**src/rtl/instr_encoder.sv**
```systemverilog
// Encodes MIPS-style instruction fields into 32-bit words and streams them into instruction memory.
// Latency: one cycle from an accepted transfer to the imem write strobe; one transfer per cycle.
// Backpressure: in_ready drops while memory is full or a flush is in progress; illegal ops are consumed without a write.
module instr_encoder #(
    parameter int ADDR_W = 8
) (
    input  logic              clk,
    input  logic              reset,
    input  logic              in_valid,
    output logic              in_ready,
    input  logic [2:0]        op_sel,
    input  logic [4:0]        rs,
    input  logic [4:0]        rt,
    input  logic [4:0]        rd,
    input  logic [4:0]        shamt,
    input  logic [5:0]        funct,
    input  logic [15:0]       imm,
    input  logic [25:0]       target,
    input  logic              flush,
    output logic              imem_we,
    output logic [ADDR_W-1:0] imem_addr,
    output logic [31:0]       imem_wdata,
    output logic [ADDR_W:0]   count,
    output logic              full,
    output logic              err
);

    typedef enum logic {
        ST_ACCEPT = 1'b0,
        ST_FULL   = 1'b1
    } state_t;

    // count value just before the transfer that fills the memory
    localparam logic [ADDR_W:0] LAST_FREE = {1'b0, {ADDR_W{1'b1}}};
    localparam logic [ADDR_W:0] ONE       = {{ADDR_W{1'b0}}, 1'b1};

    state_t              state_q, state_d;
    logic                we_q, we_d;
    logic [ADDR_W-1:0]   addr_q, addr_d;
    logic [31:0]         wdata_q, wdata_d;
    logic [ADDR_W:0]     count_q, count_d;
    logic                err_q, err_d;

    logic                xfer;
    logic                legal;
    logic [31:0]         enc_word;

    assign full     = (state_q == ST_FULL);
    assign in_ready = !full && !flush;
    assign xfer     = in_valid && in_ready;
    assign legal    = (op_sel <= 3'd5);

    // Field packing per opcode; fields unused by an op never reach the word.
    always_comb begin
        enc_word = 32'd0;
        case (op_sel)
            3'd0:    enc_word = {6'b000000, rs, rt, rd, shamt, funct};
            3'd1:    enc_word = {6'b100011, rs, rt, imm};
            3'd2:    enc_word = {6'b101011, rs, rt, imm};
            3'd3:    enc_word = {6'b000100, rs, rt, imm};
            3'd4:    enc_word = {6'b001000, rs, rt, imm};
            3'd5:    enc_word = {6'b000010, target};
            default: enc_word = 32'd0;
        endcase
    end

    // Next-state: flush dominates, then legal/illegal transfers; addr/wdata hold when not writing.
    always_comb begin
        state_d = state_q;
        we_d    = 1'b0;
        addr_d  = addr_q;
        wdata_d = wdata_q;
        count_d = count_q;
        err_d   = err_q;
        if (flush) begin
            state_d = ST_ACCEPT;
            count_d = '0;
            err_d   = 1'b0;
        end else if (xfer) begin
            if (legal) begin
                we_d    = 1'b1;
                addr_d  = count_q[ADDR_W-1:0];
                wdata_d = enc_word;
                count_d = count_q + ONE;
                if (count_q == LAST_FREE) begin
                    state_d = ST_FULL;
                end
            end else begin
                err_d = 1'b1;
            end
        end
    end

    // State and registered outputs; reset clears everything immediately, killing any pending write.
    always_ff @(posedge clk or posedge reset) begin
        if (reset) begin
            state_q <= ST_ACCEPT;
            we_q    <= 1'b0;
            addr_q  <= '0;
            wdata_q <= 32'd0;
            count_q <= '0;
            err_q   <= 1'b0;
        end else begin
            state_q <= state_d;
            we_q    <= we_d;
            addr_q  <= addr_d;
            wdata_q <= wdata_d;
            count_q <= count_d;
            err_q   <= err_d;
        end
    end

    assign imem_we    = we_q;
    assign imem_addr  = addr_q;
    assign imem_wdata = wdata_q;
    assign count      = count_q;
    assign err        = err_q;

endmodule
```
**config.mk**
```make
export PLATFORM = sky130hd
export DESIGN_NAME = instr_encoder
export DESIGN_NICKNAME = d
export VERILOG_FILES = /design/src/rtl/instr_encoder.sv
export SDC_FILE = /design/constraint.sdc
export NUM_CORES = 1
export LEC_CHECK = 0
export CAP_MARGIN = 25
export CORE_MARGIN = 4
export CORE_UTILIZATION = 41
export DETAILED_ROUTE_END_ITERATION = 8
export PLACE_DENSITY = 0.81
export SLEW_MARGIN = 20
export SYNTH_ARGS = -nofsm -noshare
export SYNTH_HDL_FRONTEND = slang
export SYNTH_SLANG_ARGS = --single-unit
```
**constraint.sdc**
```tcl
create_clock -name clk -period 1.8 [get_ports clk]
set_input_delay 0.36 -clock clk [delete_from_list [all_inputs] [get_ports clk]]
set_output_delay 0.36 -clock clk [all_outputs]
set_load 0.02 [all_outputs]
```
* Word-level counts from Yosys, hierarchy flattened
Index checks and enable logic that the tools add are counted.
** Word-level totals
- Output and inout bits :: 53
- Register bits after elaboration :: 52
- Word-level logic and storage cells :: 42
** Operators by class
- $lt $le $gt $ge :: 1
- Add/subtract/negate cells :: 1
- Muxes and demuxes :: 14
- Bitwise logic cells :: 1
- Reductions and logical operators :: 12
- Equal/unequal tests :: 7
** Operators by type and width (number)
- 32-bit one-hot mux with 6 select lines :: 1
- 9-bit two-way mux :: 3
- 1-bit two-way mux :: 10
- 9-bit by 1-bit adder with 9-bit output, second input constant :: 1
- 9-bit by 8-bit == test with 1-bit output, second input constant :: 1
- 3-bit by 2-bit == test with 1-bit output, second input constant :: 2
- 3-bit == test, second input constant :: 2
- 3-bit AND reduction :: 2
- 2-bit nonzero test :: 3
- 2-bit AND reduction :: 2
- 3-bit by 1-bit == test with 1-bit output, second input constant :: 1
- 3-bit less-or-equal comparator, second input constant :: 1
- 3-bit zero test :: 1
- 1-bit logical AND :: 2
- 1-bit zero test :: 2
- 2-bit != test, second input constant :: 1
- 1-bit NOT :: 1

* Depth between registers and ports, before layout
- Depth after elaboration :: 5
- Depth in mapped cells :: 8

* Least setup slack after synthesis
Ideal clock, no wire load.
- Kind :: reg-to-reg
- Start point :: register state_q, in the netlist full
- End point :: register addr_q[0], in the netlist imem_addr[0]
- Clock period less this slack :: 1.787 ns
- Setup slack :: 0.013 ns
- Arrival :: 1.662 ns
- Stages on the path, launching flop included :: 7
- Data required time :: 1.675 ns
- Path through :: dfrtp_1 nor2_1 and2_1 nand2_1 inv_1 buf_2 mux2_2
** Between the ends
- Word-level cells in the longest chain between the ends :: 4
** RTL lines
- start: declaration :: line 37 : state_t state_q, state_d;
- start signal: assignment :: line 104 : state_q <= state_d;
- 1-bit zero test :: line 49 : assign in_ready = !full && !flush;
- 1-bit logical AND :: line 49
- net in_ready :: line 10 : output logic in_ready,
- 1-bit logical AND :: line 50 : assign xfer = in_valid && in_ready;
- 3-bit AND reduction (no source line)
- end signal: assignment :: line 106 : addr_q <= addr_d;
- end: declaration :: line 39 : logic [ADDR_W-1:0] addr_q, addr_d;
The timed path passes the listed nets, and every way through them passes these cells.
A chain may end at the register's enable or synchronous reset.

* Final worst setup path
- Start point :: register count_q[0], in the netlist count[0]
- End point :: output port count[0]
** RTL lines
- start: declaration :: line 41 : logic [ADDR_W:0] count_q, count_d;
- start signal: assignment :: line 108 : count_q <= count_d;
- end: declaration :: line 23 : output logic [ADDR_W:0] count,
No word-level cell between the ends.

==> reports/metrics.sh <==
OUTCOME='finished, final reports clean'
FIRST_GLOBAL_VIAS=2625
SEQPWRFRAC_PCT=40.2
FF_LATCH_AREA_UM2=1250
MIN_PERIOD_OVER_PERIOD_PCT=97.1
P_INT_mW=2.38
TOTAL_POWER_mW=3.32
CRITICAL_PATH.N_BUFFERS_INVERTERS=1
RSZ0062_AT_GRT='no'
FILL_CELLS=478
DETAILED_PLACE_HPWL_MM=6.00
CTS.SINK_COUNT=50
FINAL_LAYOUT_SIZE_SUFFIX_GT1_SHARE_PCT=12.6
NUMBER_OF_ANTENNA_VIOLATIONS_AT_THE_FIRST_CHECK_IN_GLOBAL_ROUTING=0
CORE.ROWCOUNT=28
FIRSTDRTPASSITERS=8
CTS_HTREE_LEVELS=2
POWER_FRAC_CLOCK_PCT=28.9
CTS-ROOT-TO-SINK-BUFFERS=2
SYNTH.CELL_AREA_UM2=2640
GRT_MAX_DEGREE=51
COUNT_OF_FLIP_FLOPS_WITH_A_BUILT_IN_ENABLE_AFTER_SYNTHESIS=0
WIRELENGTH_MM=7.77
CLK_TRANSITION_REPORTED_PATHS_NS=0.09
NON_FILLER_CELLS_FINAL=488
ROUTE.ANTENNA.REMAINING_NETS=0
DRT-INITIAL-DRC-COUNT=131
IO-PIN-COUNT=128
SHARE_COMB_OF_TOTAL_POWER_PCT=30.9
HOLD_BUFFERS=0
SORT_OF_ELEMENT_AT_THE_START_OF_THE_CRITICAL_PATH='flop'
PWR_DENSITY_CELL_nW_PER_UM2=778
TOTALNEGATIVESETUPSLACK_NS=0
PATH_DELAY_FAMILY='buffers and inverters'
LAYOUT_MIN_CYCLE_TIME_NS=1.75
TOTAL_LEAKAGE_POWER_nW=1.88
SYNTH-ASYNC-RESET-RATIO_PCT=100
FINAL_NETS=489
CRITPATHCAPTURETYPE='output pin'
MULTIINPUTGATEAREA_UM2=1240
GRT_FIRST_PASS_WIRELENGTH_MM=12.1
NETSWITCHINGFRACTION_PCT=28.1
YOSYS_REG_BITS=50
DIODES=0
CHIPHEIGHT_UM=88.3
DIE_AREA_UM2=7790
GRT_REMAINING_OVERFLOW=0
ACHIEVABLE-FREQUENCY_MHz=572
MAX_CAP_VIOLATIONS=0
FINAL.SETUP_SKEW_NS=0.00355
SYN-NUM-NETS=352
WORST_EP_REQUIRED_TIME_NS=1.44
CRIT_PATH_TOP_DELAY_CELL='sky130_fd_sc_hd__clkdlybuf4s50_1'
CORE_AREA_UM2=6100
VIAS_PER_CELL=5.28
SYNTH_TOP_CELL_AREA_SHARE_PCT=47.4
FINALSETUPVIOLATIONS=0
FINISH.UTILIZATION_PCT=70.0
YOSYSTOPAREACELL='sky130_fd_sc_hd__dfrtp_1'
DOMINANTREGCELLSYNTH='sky130_fd_sc_hd__dfrtp_1'
STARTING_DENSITY_OF_THE_CORE_PCT=43.3
FINALHOLDVIOLATIONS=0
ROUTABILITYCONGESTION=0.847
REPORT.FINAL.SLEW_VIOL_COUNT=0
SYNTH.AREA.TOP_CELLS='sky130_fd_sc_hd__dfrtp_1, sky130_fd_sc_hd__mux2i_1, sky130_fd_sc_hd__a21oi_1, sky130_fd_sc_hd__a211o_1, sky130_fd_sc_hd__nor2_1'
CLOCK_INSERTION_DELAY_WORST_SKEW_NS=0.30
DP.CELLS=478
SYNTH_COMMONEST_CELLS='sky130_fd_sc_hd__dfrtp_1, sky130_fd_sc_hd__nor2_1, sky130_fd_sc_hd__a21oi_1'
SYNTH-SEQ-AREA-SHARE_PCT=47.4
SYNTH_CELLS=275
WORSTPATHCELLLIST='clkdlybuf4s50_1'
CLK_ROOT_BUFFER_CELL='sky130_fd_sc_hd__clkbuf_8'
IR_WORST_VDD_uV=437
DR_TOTAL_VIAS=2578
TIMING.CRITICAL_PATH.FANOUT_MAX=5
MOST_COMMON_CELL_IN_THE_SYNTHESIZED_NETLIST='sky130_fd_sc_hd__dfrtp_1'
DIE_WIDTH_UM=88.3
NUMPORTBUFFERS=126
CLASS_OF_THE_MOST_CRITICAL_SETUP_PATH='flop to output pin'
ROUTE.DETAILED.WL_PER_INST_UM=15.9
MAX_STAGE_DELAY_NS=0.64
SYNTH-WARNING-COUNT=0
TIMING.CRITICAL_PATH.ARRIVAL_NS=1.39
NETLIST-CELL-TYPE-COUNT=35
CTS_TREE='done'
POWER_SWITCHING_mW=0.934
AREA_DELTA_SYNTH_FINAL_PCT=61.5
SYNTHESIS.AREA_PER_INSTANCE_UM2=9.60
WORSTHOLDPATHTYPE='input pin to asynchronous set/reset pin'
POST-ROUTE-DRC-COUNT=0
NUMCTSBUFFERS=5
GRT_USAGE_PCT=19.7
-- metal layers --
metal / vias to the layer above / wire length, um / global-route usage, % / share of wire, %
li1: 1254 / - / - / -
met1: 1214 / 3110 / 22.9 / 40
met2: 99 / 3970 / 36.0 / 51
met3: 11 / 572 / 4.66 / 7.4
met4: 0 / 121 / 5.77 / 1.6
met5: - / 0 / 0 / 0
-- cell type report --
type | count | area share (%)
Clock buffer | 6 | 1.94
Clock inverter | 2 | 1.41
Inverter | 7 | 0.733
Multi-Input combinational cell | 194 | 29.1
Sequential cell | 50 | 29.3
Tap cell | 75 | 2.20
Timing Repair Buffer | 154 | 35.3
-- per-stage QoR --
step	hold WS (ns)	worst slack (ns)	cell area, um2
floorplan	0.510	0.0131	2640
CTS	0.434	0.00308	4230
finish	0.427	0.0524	4270
detailed placement	0.495	-0.342	4090
global placement	0.488	-0.228	4090
global route	0.449	0.00661	4270
-- cell families (layout without fill, tap and decap cells) --
group / count (synthesis) / after routing / share of synthesized area, %
AND/OR/NAND/NOR: 80 / 80 / 14.1
AO/OA/AOI/OAI: 78 / 78 / 19.0
flip-flops: 50 / 50 / 47.4
buffers and inverters: 31 / 169 / 5.83
multiplexers: 26 / 26 / 10.2
XOR/XNOR: 7 / 7 / 2.32
adder cells (fa/ha/maj): 2 / 2 / 0.947
other: 1 / 1 / 0.142
-- worst paths after layout --
check	startpoint	to	slack (ns)	depth (start not counted)
setup / recovery	count[0]	count[0]	0.05	1
hold / removal	reset	imem_wdata[21]	0.43	3
setup reg to reg	full	count[7]	0.24	4
hold reg to reg	imem_addr[6]	imem_addr[6]	0.51	1
max in group asynchronous	reset	imem_wdata[13]	1.15	3
min in group clk	imem_addr[6]	imem_addr[6]	0.51	1
-- sequential cells by signal, indices dropped and copies added (netlist names) --
signal and flops:
imem_wdata 30, full 1, count 9, err 1
imem_addr 8, imem_we 1
-- placed cells by master (no fill, tap or decap), types with 8 or more instances in the layout --
master / netlist / routed
sky130_fd_sc_hd__nor2_1: 37 / 36
sky130_fd_sc_hd__dfrtp_1: 50 / 50
sky130_fd_sc_hd__a211o_1: 16 / 16
sky130_fd_sc_hd__a22oi_1: 11 / 11
sky130_fd_sc_hd__mux2i_1: 18 / 18
sky130_fd_sc_hd__a21oi_1: 29 / 29
sky130_fd_sc_hd__nand2_1: 23 / 23
sky130_fd_sc_hd__mux2_2: 8 / 8
sky130_fd_sc_hd__buf_4: 2 / 25
sky130_fd_sc_hd__a31oi_1: 16 / 16
sky130_fd_sc_hd__clkdlybuf4s50_1: 0 / 121
-- power by group through the flow --
stage / combinational [mW] / sequential, mW / clock (mW)
detailed placement: 1.03 / 1.35 / 0
CTS: 1.03 / 1.33 / 0.978
global placement: 1.01 / 1.35 / 0
finish: 1.03 / 1.33 / 0.959
global route: 1.10 / 1.35 / 1.03
floorplan: 0.312 / 1.50 / 0
-- timing repair --
item                       CTS  global route
gates resized for setup      3             8
setup endpoints to repair   11            22
setup buffers                0             2
(Power assumes the default switching activity.)
